$ cat src/rtl/spike_rate_decoder_if.sv
// Host-facing signal bundle of the spike rate decoder: control, spike input,
// rate handshake and ISI result.
interface spike_rate_decoder_if #(
  parameter int WIN_WIDTH   = 8,
  parameter int COUNT_WIDTH = 8,
  parameter int ISI_WIDTH   = 8
);
  logic                   enable;
  logic                   spike;
  logic [WIN_WIDTH-1:0]   window_len;
  logic [COUNT_WIDTH-1:0] rate;
  logic                   rate_valid;
  logic                   rate_ready;
  logic [ISI_WIDTH-1:0]   isi;
  logic                   isi_valid;
  logic                   overrun;
  logic                   overrun_clr;

  modport master (
    output enable, spike, window_len, rate_ready, overrun_clr,
    input  rate, rate_valid, isi, isi_valid, overrun
  );

  modport slave (
    input  enable, spike, window_len, rate_ready, overrun_clr,
    output rate, rate_valid, isi, isi_valid, overrun
  );
endinterface

$ cat src/rtl/spike_rate_decoder.sv
// Converts a spike train into a windowed firing rate (valid/ready) and an
// inter-spike interval (one-cycle valid pulse).
module spike_rate_decoder #(
  parameter int WIN_WIDTH   = 8,
  parameter int COUNT_WIDTH = 8,
  parameter int ISI_WIDTH   = 8
) (
  input  logic                clk,
  input  logic                reset_n,
  spike_rate_decoder_if.slave bus
);

  typedef enum logic {IDLE, COUNT} state_e;

  state_e                 state_q, state_d;
  logic [WIN_WIDTH-1:0]   win_cnt_q, win_cnt_d;
  logic [COUNT_WIDTH-1:0] spk_cnt_q, spk_cnt_d, spk_inc;
  logic [COUNT_WIDTH-1:0] rate_q, rate_d;
  logic [ISI_WIDTH-1:0]   isi_cnt_q, isi_cnt_d, isi_inc;
  logic [ISI_WIDTH-1:0]   isi_q, isi_d;
  logic                   rate_valid_q, rate_valid_d;
  logic                   isi_valid_q, isi_valid_d;
  logic                   overrun_q, overrun_d;
  logic                   have_prev_q, have_prev_d;
  logic                   new_res;

  always_comb begin
    spk_inc = (bus.spike && spk_cnt_q != '1) ? spk_cnt_q + COUNT_WIDTH'(1) : spk_cnt_q;
    isi_inc = (isi_cnt_q != '1) ? isi_cnt_q + ISI_WIDTH'(1) : isi_cnt_q;

    state_d      = state_q;
    win_cnt_d    = win_cnt_q;
    spk_cnt_d    = spk_cnt_q;
    isi_cnt_d    = isi_cnt_q;
    have_prev_d  = have_prev_q;
    rate_d       = rate_q;
    isi_d        = isi_q;
    isi_valid_d  = 1'b0;
    new_res      = 1'b0;

    case (state_q)
      IDLE: begin
        win_cnt_d   = '0;
        spk_cnt_d   = '0;
        isi_cnt_d   = '0;
        have_prev_d = 1'b0;
        if (bus.enable) begin
          state_d   = COUNT;
          win_cnt_d = bus.window_len;
        end
      end
      COUNT: begin
        if (!bus.enable) begin
          state_d     = IDLE;
          win_cnt_d   = '0;
          spk_cnt_d   = '0;
          isi_cnt_d   = '0;
          have_prev_d = 1'b0;
        end else begin
          // Last window cycle folds its own spike into the result; next window starts immediately.
          if (win_cnt_q == '0) begin
            new_res   = 1'b1;
            rate_d    = spk_inc;
            spk_cnt_d = '0;
            win_cnt_d = bus.window_len;
          end else begin
            win_cnt_d = win_cnt_q - WIN_WIDTH'(1);
            spk_cnt_d = spk_inc;
          end

          if (bus.spike) begin
            isi_cnt_d   = '0;
            have_prev_d = 1'b1;
            if (have_prev_q) begin
              isi_d       = isi_inc;
              isi_valid_d = 1'b1;
            end
          end else begin
            isi_cnt_d = isi_inc;
          end
        end
      end
      default: state_d = IDLE;
    endcase

    if (new_res)
      rate_valid_d = 1'b1;
    else if (rate_valid_q && bus.rate_ready)
      rate_valid_d = 1'b0;
    else
      rate_valid_d = rate_valid_q;

    if (new_res && rate_valid_q && !bus.rate_ready)
      overrun_d = 1'b1;
    else if (bus.overrun_clr)
      overrun_d = 1'b0;
    else
      overrun_d = overrun_q;
  end

  always_ff @(posedge clk or negedge reset_n) begin
    if (!reset_n) begin
      state_q      <= IDLE;
      win_cnt_q    <= '0;
      spk_cnt_q    <= '0;
      isi_cnt_q    <= '0;
      have_prev_q  <= 1'b0;
      rate_q       <= '0;
      rate_valid_q <= 1'b0;
      isi_q        <= '0;
      isi_valid_q  <= 1'b0;
      overrun_q    <= 1'b0;
    end else begin
      state_q      <= state_d;
      win_cnt_q    <= win_cnt_d;
      spk_cnt_q    <= spk_cnt_d;
      isi_cnt_q    <= isi_cnt_d;
      have_prev_q  <= have_prev_d;
      rate_q       <= rate_d;
      rate_valid_q <= rate_valid_d;
      isi_q        <= isi_d;
      isi_valid_q  <= isi_valid_d;
      overrun_q    <= overrun_d;
    end
  end

  assign bus.rate       = rate_q;
  assign bus.rate_valid = rate_valid_q;
  assign bus.isi        = isi_q;
  assign bus.isi_valid  = isi_valid_q;
  assign bus.overrun    = overrun_q;

endmodule

$ cat src/flat_wrapper.sv
// flat-port wrapper written by rule: the top's interface ports become plain ports
module spike_rate_decoder_flat 
#(
  parameter int WIN_WIDTH   = 8,
  parameter int COUNT_WIDTH = 8,
  parameter int ISI_WIDTH   = 8
)
  (clk, reset_n, bus_enable, bus_spike, bus_window_len, bus_rate_ready, bus_overrun_clr, bus_rate, bus_rate_valid, bus_isi, bus_isi_valid, bus_overrun);
  spike_rate_decoder_if #(.WIN_WIDTH(WIN_WIDTH), .COUNT_WIDTH(COUNT_WIDTH), .ISI_WIDTH(ISI_WIDTH)) bus_i ();
  input  logic clk;
  input  logic reset_n;
  input wire logic [$bits(bus_i.enable)-1:0] bus_enable;
  input wire logic [$bits(bus_i.spike)-1:0] bus_spike;
  input wire logic [$bits(bus_i.window_len)-1:0] bus_window_len;
  input wire logic [$bits(bus_i.rate_ready)-1:0] bus_rate_ready;
  input wire logic [$bits(bus_i.overrun_clr)-1:0] bus_overrun_clr;
  output wire logic [$bits(bus_i.rate)-1:0] bus_rate;
  output wire logic [$bits(bus_i.rate_valid)-1:0] bus_rate_valid;
  output wire logic [$bits(bus_i.isi)-1:0] bus_isi;
  output wire logic [$bits(bus_i.isi_valid)-1:0] bus_isi_valid;
  output wire logic [$bits(bus_i.overrun)-1:0] bus_overrun;
  assign bus_i.enable = bus_enable;
  assign bus_i.spike = bus_spike;
  assign bus_i.window_len = bus_window_len;
  assign bus_i.rate_ready = bus_rate_ready;
  assign bus_i.overrun_clr = bus_overrun_clr;
  assign bus_rate = bus_i.rate;
  assign bus_rate_valid = bus_i.rate_valid;
  assign bus_isi = bus_i.isi;
  assign bus_isi_valid = bus_i.isi_valid;
  assign bus_overrun = bus_i.overrun;
  spike_rate_decoder #(.WIN_WIDTH(WIN_WIDTH), .COUNT_WIDTH(COUNT_WIDTH), .ISI_WIDTH(ISI_WIDTH)) u_core (.clk(clk), .reset_n(reset_n), .bus(bus_i));
endmodule
$ cat config.mk
export PLATFORM = sky130hd
export DESIGN_NAME = spike_rate_decoder_flat
export DESIGN_NICKNAME = d
export VERILOG_FILES = /design/src/rtl/spike_rate_decoder_if.sv /design/src/rtl/spike_rate_decoder.sv /design/src/flat_wrapper.sv
export SDC_FILE = /design/constraint.sdc
export NUM_CORES = 1
export LEC_CHECK = 0
export CORE_MARGIN = 2
export CORE_UTILIZATION = 52
export CTS_CLUSTER_DIAMETER = 150
export CTS_CLUSTER_SIZE = 28
export DETAILED_ROUTE_END_ITERATION = 6
export PLACE_DENSITY = 0.76
export SETUP_SLACK_MARGIN = 0.5
export SYNTH_ARGS = -nofsm -noshare
export SYNTH_HDL_FRONTEND = slang
export SYNTH_SLANG_ARGS = --single-unit
$ cat constraint.sdc
create_clock -name clk -period 2.15 [get_ports clk]
set_clock_uncertainty 0.05 [all_clocks]
set_input_delay 0.215 -clock clk [delete_from_list [all_inputs] [get_ports clk]]
set_output_delay 0.215 -clock clk [all_outputs]
set_load 0.005 [all_outputs]
==> flow_results.xml, run 1 <==
<?xml version="1.0" encoding="UTF-8"?>
<metrics>
  <group name="run_status">
    <metric name="run_status" unit="">finished clean</metric>
  </group>
  <group name="floorplanning">
    <metric name="die-height" unit="µm">66.57</metric>
    <metric name="die-area" unit="µm²">4432</metric>
    <metric name="row_count" unit="">22</metric>
    <metric name="floorplan.initialDensity" unit="%">54.78</metric>
    <metric name="io-pin-count" unit="">33</metric>
    <metric name="horizontal_die_dimension" unit="µm">66.57</metric>
    <metric name="placeableCoreArea" unit="µm²">3716</metric>
  </group>
  <group name="power_and_ir_drop">
    <metric name="power.share.combinational" unit="%">17.1</metric>
    <metric name="power_density" unit="nW/µm²">743.7</metric>
    <metric name="total_internal_power" unit="mW">1.468</metric>
    <metric name="ir_worst_vdd" unit="mV">0.5733</metric>
    <metric name="p_leak" unit="nW">1.145</metric>
    <metric name="share_clk_of_total_power" unit="%">33.3</metric>
    <metric name="power.share.switching" unit="%">24.77</metric>
    <metric name="seq_power_share" unit="%">49.6</metric>
    <metric name="power.switching" unit="mW">0.4834</metric>
  </group>
  <group name="timing">
    <metric name="setup_tns" unit="ns">0</metric>
    <metric name="finalCriticalPeriod" unit="ns">1.564</metric>
    <metric name="hold_viol" unit="">0</metric>
    <metric name="rsz0062_at_grt" unit="">no</metric>
    <metric name="post-route-worst-setup-slack" unit="ns">0.5858</metric>
    <metric name="drv_slew" unit="">0</metric>
    <metric name="highest_achievable_clock_rate" unit="MHz">639.3</metric>
    <metric name="slew_headroom" unit="%">56.76</metric>
    <metric name="max_slew.worst_pin.slew" unit="ns">0.6486</metric>
    <metric name="final_cycle_utilization_of_the_critical_path" unit="%">72.75</metric>
    <metric name="finalSetupViolCount" unit="">0</metric>
  </group>
  <group name="drt">
    <metric name="route.detailed.wl_per_inst" unit="µm">14.73</metric>
    <metric name="drt_first_pass_iters" unit="">4</metric>
    <metric name="vias" unit="">1565</metric>
    <metric name="first_iter_violations" unit="">70</metric>
    <metric name="dr_wl_met3" unit="µm">194</metric>
    <metric name="routed_wirelength" unit="µm">4096</metric>
    <metric name="drc" unit="">0</metric>
    <metric name="via_per_inst" unit="">5.629</metric>
    <metric name="wl_met1" unit="µm">1680</metric>
    <metric name="met2RoutedLength" unit="µm">2159</metric>
    <metric name="ant_nets_after_route" unit="">0</metric>
    <metric name="maxUsedRoutingLayer" unit="">met4</metric>
  </group>
  <group name="critical_path">
    <metric name="timing.reg2reg.setup_slack" unit="ns">0.59</metric>
    <metric name="worst_setup_path_endpoint" unit="">u_core.bus.rate[1]</metric>
    <metric name="critPathLaunch" unit="">u_core.spk_cnt_q[1]</metric>
    <metric name="worstPathRequired" unit="ns">2.28</metric>
    <metric name="startpoint_type" unit="">register</metric>
    <metric name="critPathArrivalTime" unit="ns">1.70</metric>
    <metric name="r2r_cells" unit="">5</metric>
    <metric name="critical_path.n_buffers_inverters" unit="">0</metric>
    <metric name="crit_top_cell" unit="">sky130_fd_sc_hd__o21ai_2</metric>
    <metric name="regToRegEndpoint" unit="">u_core.bus.rate[1]</metric>
    <metric name="timing_worst_setup_path_type" unit="">reg2reg</metric>
    <metric name="worstSetupEndpointType" unit="">register</metric>
    <metric name="crit_chain" unit="">ha_1 &gt; nand3_1 &gt; o21ai_2 &gt; mux2i_2 &gt; o21ai_2</metric>
    <metric name="timing.rr.start" unit="">u_core.spk_cnt_q[1]</metric>
    <metric name="critical_path_maximum_fanout" unit="">5</metric>
    <metric name="cpLargestDelayFamily" unit="">flip-flops</metric>
    <metric name="timing.critical_path.slowest_cell_delay" unit="ns">0.39</metric>
    <metric name="critical_path.slowest_cell" unit="">sky130_fd_sc_hd__dfrtp_1</metric>
    <metric name="worst-path-stages" unit="">5</metric>
  </group>
  <group name="synth">
    <metric name="synth_cells" unit="">186</metric>
    <metric name="synthesized_netlist_net_count" unit="">203</metric>
    <metric name="synth.yosys.warnings" unit="">0</metric>
    <metric name="synth_area_per_cell" unit="µm²">10.94</metric>
    <metric name="seq_area_frac_synth" unit="%">55.32</metric>
    <metric name="post_synth_num_cell_types" unit="">34</metric>
    <metric name="synth.ff_latch_count" unit="">45</metric>
    <metric name="post_synth_design_cell_area" unit="µm²">2036</metric>
  </group>
  <group name="global_routing">
    <metric name="grt_first_pass_wirelength" unit="µm">6568</metric>
    <metric name="grt_start_max_net_pins" unit="">31</metric>
    <metric name="number_of_antenna_violations_at_the_first_check_in_global_routing" unit="">0</metric>
    <metric name="grt_pass1_vias" unit="">1448</metric>
    <metric name="remaining_global_route_overflow" unit="">0</metric>
    <metric name="grt_usage" unit="%">20.15</metric>
  </group>
  <group name="cells_and_area">
    <metric name="number_of_filler_cells_placed_in_the_layout" unit="">264</metric>
    <metric name="flow.area_growth_from_synthesis" unit="%">28.89</metric>
    <metric name="insertedDiodeCount" unit="">0</metric>
    <metric name="layout.area.seq" unit="µm²">1126</metric>
    <metric name="drive_gt1_share" unit="%">16.52</metric>
    <metric name="fin_nets" unit="">246</metric>
    <metric name="multi_input_comb_area" unit="µm²">917.1</metric>
  </group>
  <group name="clock_tree">
    <metric name="worstSkewPairLatency" unit="ns">0.30</metric>
    <metric name="cts_tree" unit="">yes</metric>
    <metric name="tritoncts_num_sinks" unit="">45</metric>
    <metric name="cts.reportedPaths.clkPinSlew" unit="ns">0.08</metric>
    <metric name="cts_buffers" unit="">5</metric>
    <metric name="cts_htree_levels" unit="">2</metric>
    <metric name="clock_tree.root_cell" unit="">sky130_fd_sc_hd__clkbuf_8</metric>
    <metric name="cts-root-to-sink-buffers" unit="">2</metric>
  </group>
  <group name="worst_hold_path">
    <metric name="min-delay-path-class" unit="">in2async</metric>
  </group>
  <group name="placement">
    <metric name="pre_cts_ws" unit="ns">0.3962</metric>
    <metric name="place_congestion" unit="">0.7721</metric>
    <metric name="dp_hpwl" unit="µm">2907</metric>
    <metric name="placement.io_buffers" unit="">32</metric>
  </group>
  <group name="flow_run">
    <metric name="cap_viol_max_count" unit="">0</metric>
  </group>
</metrics>
cell usage after synthesis:
cell / number / area share (%)
sky130_fd_sc_hd__dfrtp_1: 45 / 55
sky130_fd_sc_hd__nand2_1: 20 / 3.7
sky130_fd_sc_hd__nor2_1: 20 / 3.7
sky130_fd_sc_hd__o21ai_0: 14 / 3.4
sky130_fd_sc_hd__nand3_1: 10 / 2.5
sky130_fd_sc_hd__o21ai_2: 8 / 3.4
sky130_fd_sc_hd__o2bb2ai_1: 8 / 3.4
sky130_fd_sc_hd__mux2i_1: 7 / 3.4
sky130_fd_sc_hd__xnor2_1: 5 / 2.2
sky130_fd_sc_hd__and3_1: 4 / 1.2
sky130_fd_sc_hd__inv_1: 4 / 0.74
sky130_fd_sc_hd__nand2b_1: 4 / 1.2
sky130_fd_sc_hd__nand4_1: 4 / 1.2
sky130_fd_sc_hd__xor2_1: 4 / 1.7
sky130_fd_sc_hd__ha_1: 3 / 1.8
sky130_fd_sc_hd__o211ai_1: 3 / 1.1
sky130_fd_sc_hd__a21oi_1: 2 / 0.49
sky130_fd_sc_hd__and4_1: 2 / 0.86
sky130_fd_sc_hd__buf_6: 2 / 1.1
sky130_fd_sc_hd__clkbuf_1: 2 / 0.37
sky130_fd_sc_hd__nand3b_1: 2 / 0.74
sky130_fd_sc_hd__a21boi_4: 1 / 0.92
sky130_fd_sc_hd__a31oi_1: 1 / 0.31
sky130_fd_sc_hd__buf_2: 1 / 0.25
sky130_fd_sc_hd__nand3_2: 1 / 0.49
sky130_fd_sc_hd__nand4_2: 1 / 0.61
sky130_fd_sc_hd__nor3_1: 1 / 0.25
sky130_fd_sc_hd__nor3b_1: 1 / 0.37
sky130_fd_sc_hd__nor4_1: 1 / 0.31
sky130_fd_sc_hd__nor4_4: 1 / 1.0
sky130_fd_sc_hd__o211a_1: 1 / 0.49
sky130_fd_sc_hd__o22ai_1: 1 / 0.31
sky130_fd_sc_hd__o22ai_2: 1 / 0.61
sky130_fd_sc_hd__or2_1: 1 / 0.31
how the worst min path moves through the flow:
stage / to / slack [ns] / cells past startpoint
finish: u_core.bus.isi[4] / 0.42 / 2
CTS: u_core.win_cnt_q[6] / 0.42 / 2
global route: u_core.win_cnt_q[6] / 0.42 / 2
floorplan: u_core.bus.isi[0] / -0.13 / 0
global placement: u_core.win_cnt_q[1] / 0.22 / 1
detailed placement: u_core.win_cnt_q[0] / 0.23 / 1
cells by family after synthesis:
kind of cell    Yosys count  share of synthesized area, %
flops                    45                         55.32
fa+ha+maj                 3                         1.844
compound gates           40                         14.57
simple gates             73                         18.50
buf+inv                   9                         2.458
xor+xnor                  9                         3.872
mux                       7                         3.442
per-stage QoR:
step	hold slack, ns	cell area [µm²]	instances	utilization, %	power (mW)
2_1_floorplan	-0.1306	2036	186	-	1.153
3_3_place_gp	0.2206	2406	265	64.75	1.278
3_5_place_dp	0.2322	2406	265	64.75	1.292
4_1_cts	0.4179	2542	274	68.42	1.945
5_1_grt	0.4205	2624	278	70.61	2.057
6_report	0.4184	2624	278	70.61	1.951
per-layer routing:
| layer | track usage (%) | up-vias |
|---|---|---|
| li1 | - | 747 |
| met1 | 25.08 | 767 |
| met2 | 32.38 | 43 |
| met3 | 6.250 | 8 |
| met4 | 8.673 | 0 |
| met5 | 0 | - |
area by class of cell:
cell class              instances  area share [%]
inverters                       4          0.5722
clock inverters                 1           1.144
well taps                      48           2.289
flip-flops and latches         45           42.92
multi-input cells             132           34.95
clock buffers                   7           3.290
repair buffers                 41           14.83
state kept, by name, summed over array words and instances (netlist names):
name	flops
u_core.spk_cnt_q	8
u_core.bus.isi_valid	1
u_core.win_cnt_q	8
u_core.bus.overrun	1
u_core.bus.rate_valid	1
u_core.state_q	1
u_core.have_prev_q	1
u_core.bus.isi	8
u_core.isi_cnt_q	8
u_core.bus.rate	8
power by group through the flow:
stage	clock network (mW)	registers [mW]	logic (mW)
5_1_grt	0.709	0.976	0.372
6_report	0.650	0.967	0.334
3_5_place_dp	0	0.980	0.312
4_1_cts	0.662	0.964	0.319
3_3_place_gp	0	0.974	0.304
2_1_floorplan	0	0.970	0.183
layout by cell type, fill, tap and decap left out, types with 5 or more instances in the layout:
cell	count
sky130_fd_sc_hd__nand2_1	19
sky130_fd_sc_hd__o2bb2ai_1	8
sky130_fd_sc_hd__nor2_1	20
sky130_fd_sc_hd__o21ai_2	9
sky130_fd_sc_hd__buf_4	7
sky130_fd_sc_hd__o21ai_0	13
sky130_fd_sc_hd__clkbuf_8	6
sky130_fd_sc_hd__nand3_1	10
sky130_fd_sc_hd__clkdlybuf4s50_1	31
sky130_fd_sc_hd__dfrtp_1	45
sky130_fd_sc_hd__mux2i_1	5
timing repair:
item                                    CTS  global route
buffers inserted                          0             4
resized for setup                         4            10
endpoints found under the hold margin    28             0
cloned                                    0             0
pin swaps                                 0             3
hold buffers                              1             0
endpoints found under the setup margin   27            31
No activity file was read; power rests on OpenSTA's default activity.
==> run 2, diff against run 1 <==
- clock period: 2.15 -> 1.5 ns (I/O delays scaled with it)
==> flow_results.xml, run 2 (synthesized netlist as in run 1, its figures left out) <==
<?xml version="1.0" encoding="UTF-8"?>
<metrics>
  <group name="run_status">
    <metric name="run_status" unit="">finished with violations</metric>
    <metric name="failed_checks" unit="">setup timing</metric>
  </group>
  <group name="placement">
    <metric name="place_congestion" unit="">0.8085</metric>
    <metric name="dp_cells" unit="">279</metric>
    <metric name="dp_hpwl" unit="µm">3009</metric>
    <metric name="pre_cts_ws" unit="ns">-0.09670</metric>
    <metric name="placement.io_buffers" unit="">32</metric>
  </group>
  <group name="cells_and_area">
    <metric name="stdcell_count" unit="">333</metric>
    <metric name="number_of_filler_cells_placed_in_the_layout" unit="">128</metric>
    <metric name="layout.area.seq" unit="µm²">1129</metric>
    <metric name="flow.area_growth_from_synthesis" unit="%">66.87</metric>
    <metric name="layout.cells.most_common" unit="">sky130_fd_sc_hd__buf_4</metric>
    <metric name="drive_gt1_share" unit="%">57.89</metric>
    <metric name="most-common-layout-cells" unit="">49 x sky130_fd_sc_hd__buf_4, 43 x sky130_fd_sc_hd__dfrtp_1, 20 x sky130_fd_sc_hd__buf_2</metric>
    <metric name="insertedDiodeCount" unit="">0</metric>
    <metric name="multi_input_comb_area" unit="µm²">1270</metric>
    <metric name="fin_nets" unit="">301</metric>
  </group>
  <group name="drt">
    <metric name="ant_nets_after_route" unit="">0</metric>
    <metric name="first_iter_violations" unit="">212</metric>
    <metric name="wl_met1" unit="µm">2947</metric>
    <metric name="drc" unit="">0</metric>
    <metric name="maxUsedRoutingLayer" unit="">met4</metric>
    <metric name="vias" unit="">2039</metric>
    <metric name="route.detailed.wl_per_inst" unit="µm">23.42</metric>
    <metric name="dr_wl_met3" unit="µm">397</metric>
    <metric name="via_per_inst" unit="">6.123</metric>
    <metric name="drt_first_pass_iters" unit="">4</metric>
    <metric name="met2RoutedLength" unit="µm">4042</metric>
    <metric name="routed_wirelength" unit="µm">7799</metric>
  </group>
  <group name="clock_tree">
    <metric name="clock_tree.root_cell" unit="">sky130_fd_sc_hd__clkbuf_8</metric>
    <metric name="cts_buffers" unit="">5</metric>
    <metric name="cts_tree" unit="">yes</metric>
    <metric name="tritoncts_num_sinks" unit="">45</metric>
    <metric name="worstSkewPairLatency" unit="ns">0.31</metric>
    <metric name="cts-root-to-sink-buffers" unit="">2</metric>
    <metric name="cts_htree_levels" unit="">2</metric>
    <metric name="cts.reportedPaths.clkPinSlew" unit="ns">0.09</metric>
  </group>
  <group name="timing">
    <metric name="setup_tns" unit="ns">-3.275</metric>
    <metric name="slew_headroom" unit="%">66.29</metric>
    <metric name="drv_slew" unit="">0</metric>
    <metric name="finalCriticalPeriod" unit="ns">1.665</metric>
    <metric name="hold_viol" unit="">0</metric>
    <metric name="finalSetupViolCount" unit="">32</metric>
    <metric name="final_cycle_utilization_of_the_critical_path" unit="%">111.0</metric>
    <metric name="highest_achievable_clock_rate" unit="MHz">600.5</metric>
    <metric name="max_slew.worst_pin.slew" unit="ns">0.5057</metric>
    <metric name="rsz0062_at_grt" unit="">yes</metric>
    <metric name="post-route-worst-setup-slack" unit="ns">-0.1652</metric>
  </group>
  <group name="critical_path">
    <metric name="timing.critical_path.slowest_cell_delay" unit="ns">0.42</metric>
    <metric name="critical_path.slowest_cell" unit="">sky130_fd_sc_hd__dfrtp_1</metric>
    <metric name="worstPathRequired" unit="ns">1.65</metric>
    <metric name="timing_worst_setup_path_type" unit="">reg2reg</metric>
    <metric name="critical_path_maximum_fanout" unit="">8</metric>
    <metric name="critPathArrivalTime" unit="ns">1.81</metric>
    <metric name="crit_chain" unit="">inv_2 &gt; ha_4 &gt; nor3b_4 &gt; buf_4 &gt; nand2_4 &gt; buf_6 &gt; nand3_4 &gt; o2bb2ai_2</metric>
    <metric name="startpoint_type" unit="">register</metric>
    <metric name="worstSetupEndpointType" unit="">register</metric>
  </group>
  <group name="power_and_ir_drop">
    <metric name="share_clk_of_total_power" unit="%">29.6</metric>
    <metric name="ir_worst_vdd" unit="mV">0.8586</metric>
    <metric name="power_density" unit="nW/µm²">986.1</metric>
    <metric name="p_leak" unit="nW">1.542</metric>
    <metric name="power.switching" unit="mW">1.013</metric>
    <metric name="power.share.switching" unit="%">30.24</metric>
    <metric name="total_internal_power" unit="mW">2.337</metric>
    <metric name="power.share.combinational" unit="%">28.9</metric>
    <metric name="seq_power_share" unit="%">41.5</metric>
  </group>
  <group name="floorplanning">
    <metric name="io-pin-count" unit="">33</metric>
    <metric name="horizontal_die_dimension" unit="µm">66.57</metric>
    <metric name="die-area" unit="µm²">4432</metric>
    <metric name="placeableCoreArea" unit="µm²">3716</metric>
    <metric name="floorplan.initialDensity" unit="%">54.78</metric>
    <metric name="die-height" unit="µm">66.57</metric>
    <metric name="row_count" unit="">22</metric>
  </group>
  <group name="global_routing">
    <metric name="remaining_global_route_overflow" unit="">0</metric>
    <metric name="grt_usage" unit="%">29.68</metric>
    <metric name="number_of_antenna_violations_at_the_first_check_in_global_routing" unit="">0</metric>
    <metric name="grt_pass1_vias" unit="">1955</metric>
    <metric name="grt_first_pass_wirelength" unit="µm">9528</metric>
    <metric name="grt_start_max_net_pins" unit="">27</metric>
  </group>
  <group name="flow_run">
    <metric name="cap_viol_max_count" unit="">0</metric>
  </group>
  <group name="worst_hold_path">
    <metric name="min-delay-path-class" unit="">in2reg</metric>
  </group>
</metrics>
run 2: stage by stage:
step           hold slack, ns  instance area, µm²  total power, mW  util (%)
6_report              0.02931                3397            3.350     91.41
5_1_grt               0.02218                3397            3.456     91.41
4_1_cts                0.2943                2978            2.979     80.13
3_5_place_dp          0.08070                2575            1.943     69.29
3_3_place_gp          0.07249                2575            1.915     69.29
2_1_floorplan         -0.1956                2077            1.686         -
run 2: worst paths after layout:
kind / startpoint / end / slack (ns) / cells past startpoint
min in group asynchronous: reset_n / u_core.isi_cnt_q[4] / 0.28 / 2
setup reg to reg: u_core.win_cnt_q[0] / u_core.win_cnt_q[7] / -0.17 / 8
hold / removal: bus_enable / u_core.state_q / 0.03 / 1
max in group asynchronous: reset_n / u_core.bus.isi[7] / 0.59 / 3
setup / recovery: u_core.win_cnt_q[0] / u_core.win_cnt_q[7] / -0.17 / 8
hold reg to reg: u_core.bus.rate[3] / u_core.bus.rate[3] / 0.48 / 2
run 2: power by group through the flow:
stage	registers (mW)	logic (mW)	clock network (mW)
2_1_floorplan	1.40	0.291	0
3_5_place_dp	1.40	0.547	0
3_3_place_gp	1.39	0.528	0
5_1_grt	1.40	1.02	1.04
4_1_cts	1.37	0.648	0.962
6_report	1.39	0.969	0.992
run 2: final cells by class:
cell class | count | area share, %
Clock buffer | 6 | 2.431
Sequential cell | 45 | 33.22
Timing Repair Buffer | 95 | 23.65
Inverter | 4 | 0.4420
Multi-Input combinational cell | 133 | 37.38
Clock inverter | 2 | 1.105
Tap cell | 48 | 1.768
run 2: timing repair:
action / CTS / global route
hold buffers: 1 / 0
setup buffers: 23 / 19
endpoints found under the setup margin: 61 / 62
endpoints found under the hold margin: 19 / 0
gates resized for setup: 115 / 51
gates cloned: 1 / 2
pin swaps: 25 / 22
run 2: routing by layer:
metal | up-vias | global-route usage, %
li1 | 859 | -
met1 | 1029 | 36.85
met2 | 111 | 49.25
met3 | 40 | 6.757
met4 | 0 | 13.52
met5 | - | 0
run 2: worst max-delay path, delay by kind of cell, from the launching register on:
family                   cells  cell delay (ns)
adder cells (fa/ha/maj)      1             0.15
AND/OR/NAND/NOR              3             0.44
flip-flops                   1             0.42
buffers and inverters        3             0.38
AO/OA/AOI/OAI                1             0.11
